<file path="config.mk">
export PLATFORM = sky130hd
export DESIGN_NAME = nyq_mod_counter
export DESIGN_NICKNAME = d
export VERILOG_FILES = /design/src/rtl/nyq_pkg.sv /design/src/rtl/nyq_mod_counter.sv
export SDC_FILE = /design/constraint.sdc
export NUM_CORES = 1
export LEC_CHECK = 0
export ABC_AREA = 1
export CORE_ASPECT_RATIO = 1.2
export CORE_MARGIN = 4
export CORE_UTILIZATION = 45
export DETAILED_ROUTE_END_ITERATION = 10
export GPL_TIMING_DRIVEN = 0
export PLACE_DENSITY = 0.74
export SLEW_MARGIN = 15
export SYNTH_ARGS = -nofsm -noshare
export SYNTH_HDL_FRONTEND = slang
export SYNTH_SLANG_ARGS = --single-unit
</file>
<file path="constraint.sdc">
create_clock -name Clk_CI -period 2.5 [get_ports Clk_CI]
set_input_delay 0.5 -clock Clk_CI [delete_from_list [all_inputs] [get_ports Clk_CI]]
set_output_delay 0.5 -clock Clk_CI [all_outputs]
set_load 0.05 [all_outputs]
</file>
<file path="src/rtl/nyq_pkg.sv">
// Shared definitions for the NYQ block: counter FSM states, direction
// encodings and the default index width.
package nyq_pkg;

  typedef enum logic {
    NYQ_CNT_RUN  = 1'b0,
    NYQ_CNT_DONE = 1'b1
  } nyq_cnt_state_e;

  localparam bit NYQ_DIR_UP   = 1'b0;
  localparam bit NYQ_DIR_DOWN = 1'b1;

  localparam int NYQ_WIDTH = 3;

endpackage : nyq_pkg

</file>
<file path="src/rtl/nyq_mod_counter.sv">
// Up/down modulo counter with programmable limit, clear/load, one-shot stop
// and a tally of completed wraps; drives the NYQ sample/phase index.
module nyq_mod_counter
  import nyq_pkg::*;
#(
  parameter int WIDTH  = NYQ_WIDTH,
  parameter int WRAP_W = 8,
  parameter bit DOWN   = NYQ_DIR_DOWN
) (
  input  logic              Clk_CI,
  input  logic              Rst_RI,
  input  logic              En_SI,
  input  logic              Clr_SI,
  input  logic              Load_SI,
  input  logic [WIDTH-1:0]  LoadVal_DI,
  input  logic [WIDTH-1:0]  Max_DI,
  input  logic              OneShot_SI,
  output logic [WIDTH-1:0]  Cnt_Out_DO,
  output logic              Tc_SO,
  output logic              Wrap_SO,
  output logic [WRAP_W-1:0] WrapCnt_DO,
  output logic              Done_SO
);

  localparam logic [WIDTH-1:0] CNT_RST = (DOWN == NYQ_DIR_DOWN) ? '1 : '0;

  logic [WIDTH-1:0]  cnt_q, cnt_d;
  logic [WIDTH-1:0]  start_val;
  nyq_cnt_state_e    state_q, state_d;
  logic              wrap_q, wrap_d;
  logic [WRAP_W-1:0] wrap_cnt_q, wrap_cnt_d;
  logic              at_term;
  logic              advance;
  logic              wrap_evt;
  logic              stop_evt;

  // Up mode treats anything at or above the limit as terminal so an
  // out-of-range load or a lowered limit still wraps on the next step.
  always_comb begin
    start_val = (DOWN == NYQ_DIR_DOWN) ? Max_DI : '0;
    at_term   = (DOWN == NYQ_DIR_DOWN) ? (cnt_q == '0) : (cnt_q >= Max_DI);
    advance   = !Clr_SI && !Load_SI && En_SI && (state_q == NYQ_CNT_RUN);
    wrap_evt  = advance && at_term && !OneShot_SI;
    stop_evt  = advance && at_term && OneShot_SI;
  end

  always_comb begin
    cnt_d = cnt_q;
    if (Clr_SI) begin
      cnt_d = start_val;
    end else if (Load_SI) begin
      cnt_d = LoadVal_DI;
    end else if (advance && !at_term) begin
      cnt_d = (DOWN == NYQ_DIR_DOWN) ? cnt_q - WIDTH'(1) : cnt_q + WIDTH'(1);
    end else if (wrap_evt) begin
      cnt_d = start_val;
    end
  end

  always_comb begin
    state_d = state_q;
    if (Clr_SI || Load_SI) begin
      state_d = NYQ_CNT_RUN;
    end else if (stop_evt) begin
      state_d = NYQ_CNT_DONE;
    end
  end

  always_comb begin
    wrap_d     = wrap_evt;
    wrap_cnt_d = wrap_cnt_q;
    if (Clr_SI) begin
      wrap_cnt_d = '0;
    end else if (wrap_evt) begin
      wrap_cnt_d = wrap_cnt_q + WRAP_W'(1);
    end
  end

  always_ff @(posedge Clk_CI or posedge Rst_RI) begin
    if (Rst_RI) begin
      cnt_q <= CNT_RST;
    end else begin
      cnt_q <= cnt_d;
    end
  end

  always_ff @(posedge Clk_CI or posedge Rst_RI) begin
    if (Rst_RI) begin
      state_q <= NYQ_CNT_RUN;
    end else begin
      state_q <= state_d;
    end
  end

  always_ff @(posedge Clk_CI or posedge Rst_RI) begin
    if (Rst_RI) begin
      wrap_q     <= 1'b0;
      wrap_cnt_q <= '0;
    end else begin
      wrap_q     <= wrap_d;
      wrap_cnt_q <= wrap_cnt_d;
    end
  end

  assign Cnt_Out_DO = cnt_q;
  assign Tc_SO      = (state_q == NYQ_CNT_RUN) && at_term;
  assign Wrap_SO    = wrap_q;
  assign WrapCnt_DO = wrap_cnt_q;
  assign Done_SO    = (state_q == NYQ_CNT_DONE);

endmodule : nyq_mod_counter
</file>
## Yosys cells after proc, flatten, opt, wreduce, memory -nomap -nowiden

Index checks and enable logic that the tools add are counted.
Widths: inputs -> output; s select.

| storage, ports and cells | value |
|---|---|
| flip-flop bits (word level) | 13 |
| bits of input ports | 12 |
| output and inout bits | 14 |
| word-level logic and storage cells | 32 |

| operators by class | value |
|---|---|
| add/subtract/negate cells | 2 |
| muxes and demuxes | 8 |
| bitwise operators | 1 |
| reductions and logical operators | 17 |

Operator list:

| operator | count |
|---|---|
| $mux 8 | 2 |
| $mux 3 | 4 |
| $add 8x1->8 const B | 1 |
| $logic_and 1x1->1 | 8 |
| $logic_not 1->1 | 4 |
| $reduce_bool 2->1 | 2 |
| $reduce_bool 4->1 | 1 |
| $logic_not 3->1 | 1 |
| $sub 3x1->3 const B | 1 |
| $mux 1 | 2 |
| $logic_or 1x1->1 | 1 |
| $not 1->1 | 1 |

## Logic depth before layout (Yosys ltp)

| logic depth | value |
|---|---|
| depth in word-level cells | 10 |
| mapped depth | 9 |
| mapped depth without buffers | 9 |

## Worst setup path after synthesis

Ideal clock, no wire load.

| timing | value |
|---|---|
| kind | register to output |
| start point | reg cnt_q[0], in the netlist Cnt_Out_DO[0] |
| end point | out Tc_SO |
| arrival | 1546 ps |
| required time | 2000 ps |
| slack | 454 ps |
| stages on the path, launching flop included | 5 |
| path buffers | 0 |
| cells stage by stage | dfstp_2 -> inv_1 -> ha_1 -> nand2_1 -> nor2_1 |

| between the ends | value |
|---|---|
| word-level cells in the longest chain between the ends | 2 |

Ends and longest elaborated chain:

| what | RTL line | RTL |
|---|---|---|
| start: declaration | nyq_mod_counter.sv:27 | `logic [WIDTH-1:0] cnt_q, cnt_d;` |
| start signal: assignment | nyq_mod_counter.sv:83 | `cnt_q <= cnt_d;` |
| $logic_not 3->1 | nyq_mod_counter.sv:41 | `at_term = (DOWN == NYQ_DIR_DOWN) ? (cnt_q == '0) : (cnt_q >= Max_DI);` |
| $logic_and 1x1->1 | nyq_mod_counter.sv:106 | `assign Tc_SO = (state_q == NYQ_CNT_RUN) && at_term;` |
| end: declaration | nyq_mod_counter.sv:19 | `output logic Tc_SO,` |

No other way between the ends.

## Worst setup path in the final report

Same ends and word-level chain as after synthesis.

==> implementation parameters <==
Parameter                              Value

Logic synthesis
  Post-synthesis instance total ... 120
  Unique cell type count in the Yosys netlist ... 20
  Top cell type's share of synthesized area ... ~29%
  Post-synth net total ... between 100 and 150
  Most used standard cell by instance count after synthesis ... sky130_fd_sc_hd__nand2_1
  Fraction of synthesis flops using an asynchronous set or reset pin ... 100%
  Most used DFF post-synth ... sky130_fd_sc_hd__dfrtp_1
  Area contributors post-synth ... sky130_fd_sc_hd__dfrtp_1 (29%), sky130_fd_sc_hd__nand2_1 (13%), sky130_fd_sc_hd__dfstp_2 (9.3%)
  Seq/Total Area, Yosys ... around two fifths
  Average cell area after synthesis ... 7.08 sq um
  Total number of yosys warnings ... 0
  Synth top cells by count ... sky130_fd_sc_hd__nand2_1 (30), sky130_fd_sc_hd__inv_1 (20), sky130_fd_sc_hd__nor2_1 (15), sky130_fd_sc_hd__dfrtp_1 (10), sky130_fd_sc_hd__nand3_1 (10)
  Synthesized cell area ... 850 sq um
  Top cell type by total area after synthesis ... sky130_fd_sc_hd__dfrtp_1
  Count of flip-flops with a built-in enable after synthesis ... 0
  Number of flip-flops and latches in the synthesized netlist ... 13

Power and ir drop
  Int Pwr ... 327 uW
  Pwr per Cell Area ... between 400 and 500 mW/mm^2
  Share of power burned in the clock network ... 27.0%
  Maximum vdd ir drop ... 0.000257 V
  Switching share of power ... 32.4%
  Relative contribution of combinational cells to total power ... 26.0%
  Net switching power of the design ... 157 uW
  Leak Pwr ... 0.000592 uW
  Reg power frac ... 47.0%

Timing
  Count of endpoints failing hold in the final timing report ... 0
  Pins over their slew limit ... 0
  Total Negative Setup Slacks ... 0 ns
  Minimum period implied by the final worst setup slack ... 2.28 ns
  Headroom to the max-slew limit ... 66.3%
  Transition time of the tightest slew-check pin ... 0.504 ns
  Maximum clock frequency ... 438 MHz
  Share of the clock period used by the worst path after layout ... 91.4%
  Worst setup skew after layout ... about 0.010 ns
  Unrepaired setup endpoints after global routing ... no
  Number of setup violations in the final report ... 0

Clock tree
  CTS tree ... yes
  Clock insertion delay at the later pin of the skew report ... 0.28 ns
  Number of buffers on the longest clock path ... 2
  CTS Hold Buffers Added ... 0
  Root Buffer ... sky130_fd_sc_hd__clkbuf_4
  Post-CTS clock slew at the launch and capture registers of the worst setup and hold paths ... 0.08 ns
  Num Clock Sinks ... 13
  Number of H-tree branching levels ... 1
  Num CTS Buffers ... 3

Floorplan
  I/O Pins ... 26
  Core area ... 0.00170 sq mm
  Horizontal die dimension ... about 48 um
  Row Count ... 16
  Initial cell density of the core ... 49.9%
  Total die area ... 0.00265 sq mm
  Die height ... 55.6 um

Placed design
  Number of input and output port buffers inserted ... 25
  Weighted congestion reported at the end of routability-driven placement ... 0.830
  Post-detailed-placement half-perimeter wirelength ... 1610 um
  Placement-stage cell area ... 0.00112 sq mm

Finish
  Layout-stage area growth over the synthesis result ... 35.2%
  Proportion of layout cells with a drive suffix above 1 ... a little under a tenth
  Summed area of non-filler cells in the final layout ... 0.00115 sq mm
  ANT cells ... 0
  Final layout net count ... 165

GRT
  Pin count of the biggest net entering global routing ... 14
  Total congestion overflow after global routing ... 0
  Global Route Usage Sum ... 17.8%
  Number of global-route vias before repair ... approximately 870
  Global-route wire length before repair ... 3550 um
  Initial antenna violation count ... 0

Setup path
  Critical path launch point type ... flip-flop
  Sequence of cells on the critical path ... inv_1, ha_1, nand2_1, nor2_1, dlygate4sd2_1
  FF-to-FF Start ... Cnt_Out_DO[0]
  Destination of the worst register-to-register timing path ... Cnt_Out_DO[1]
  Endpoint required time on the critical path ... 2.00 ns
  Worst Setup SP ... Cnt_Out_DO[0]
  Largest driver fanout on the critical path ... 5
  Library cell contributing the largest single delay on the critical path ... sky130_fd_sc_hd__dfstp_2
  Worst R2R Path Depth ... 9
  Worst setup path endpoint ... Tc_SO
  Setup slack of the worst register-to-register path ... 0.82 ns
  Delay of the slowest cell on the worst path ... 0.54 ns
  Critical Path End Type ... output port
  Path type of the worst setup path ... flip-flop to output port
  WP data arrival ... 1.78 ns

Route
  Detailed-router iteration count before antenna repair ... 5
  Average wire per standard cell ... 12.5 um
  Via count ... 870
  DR DRC count ... 0
  Post-detailed-routing wire length ... 2090 um
  Number of design-rule violations left by the first detailed-router iteration ... 24
  Via density ... 5.21
  Antenna-violating nets left ... 0

Outcome
  Run status ... finished, final reports clean

Min path
  Hold WC Path Type ... flip-flop to flip-flop

Flow run
  Max-cap check violation count ... 0
==> sequential cells by signal, indices dropped and copies added (netlist names) <==
| name | count |
|---|---|
| WrapCnt_DO | 8 |
| Cnt_Out_DO | 3 |
| Done_SO | 1 |
| Wrap_SO | 1 |
==> power by group through the flow <==
| stage | Sequential, uW | Combinational, uW | Clock [uW] |
|---|---|---|---|
| after detailed placement | 232 | 128 | 0 |
| final | 227 | 126 | 131 |
| after CTS | 228 | 127 | 136 |
| after global routing | 229 | 138 | 150 |
| after global placement | 231 | 126 | 0 |
| after floorplan | 257 | 53.4 | 0 |
==> worst max-delay path, delay by kind of cell (launching register included) <==
kind / cells / cell delay [ns]
simple gates: 2 / 0.25
buf+inv: 2 / 0.50
flops: 1 / 0.54
fa+ha+maj: 1 / 0.23
==> what timing repair did <==
item,in CTS,in global routing
resized for setup,1,0
setup buffers,0,0
endpoints found under the setup margin,1,0
==> final cells by class <==
cell class	count	area, sq um
clock buffers	3	22.5
clock inverters	1	5.00
fillers	156	553
inverters	23	86.3
multi-input cells	84	434
flip-flops and latches	13	329
well taps	18	22.5
repair buffers	25	249
==> per-stage QoR <==
step	setup WS, ns	utilization (%)	instances	total power, uW	hold slack, ns
5_1_grt	0.136	67.5	167	516	0.550
6_report	0.216	67.5	167	484	0.518
3_5_place_dp	0.228	66.0	163	359	0.512
3_3_place_gp	0.237	66.0	163	357	0.504
2_1_floorplan	0.454	-	120	310	0.375
4_1_cts	0.204	67.5	167	491	0.523
==> metal layers <==
metal | global-route usage [%] | up-vias | share of wire (%)
li1 | - | 441 | -
met1 | 21.7 | 407 | 43
met2 | 29.5 | 20 | 51
met3 | 3.24 | 2 | 5.5
met4 | 6.92 | 0 | 0.67
met5 | 0 | - | 0
==> cells by family after synthesis <==
| kind of cell | synth area share (%) |
|---|---|
| xor gates and xnor gates | 3.09 |
| buffers and inverters | 10.2 |
| AOI/OAI and AO/OA | 7.81 |
| DFF | 38.7 |
| and+or+nand+nor | 35.8 |
| adders and majority gates | 4.42 |
==> cells in the final DEF (no fill, tap or decap), drive strengths merged <==
master	netlist	final
nand3b	1	1
nand4	6	6
nand2	31	31
nor2	17	17
inv	23	23
ha	3	3
a21oi	1	1
o21ai	8	8
o22ai	1	1
dlygate4sd2	0	1
nand3	10	10
dfrtp	10	10
nor3	1	1
xor2	3	3
a22oi	1	1
clkdlybuf4s50	0	24
clkbuf	0	3
o21bai	1	1
clkinv	0	1
dfstp	3	3
==> how the worst min path moves through the flow <==
stage                             start            end  slack (ns)  cells past startpoint
after floorplan                  Rst_RI        Done_SO        0.37                      1
after global placement    Cnt_Out_DO[1]  Cnt_Out_DO[1]        0.50                      2
after detailed placement  Cnt_Out_DO[1]  Cnt_Out_DO[1]        0.51                      2
after CTS                 Cnt_Out_DO[1]  Cnt_Out_DO[1]        0.52                      2
after global routing             Rst_RI  WrapCnt_DO[2]        0.55                      2
final                     Cnt_Out_DO[1]  Cnt_Out_DO[1]        0.52                      2
(Power assumes the default switching activity.)
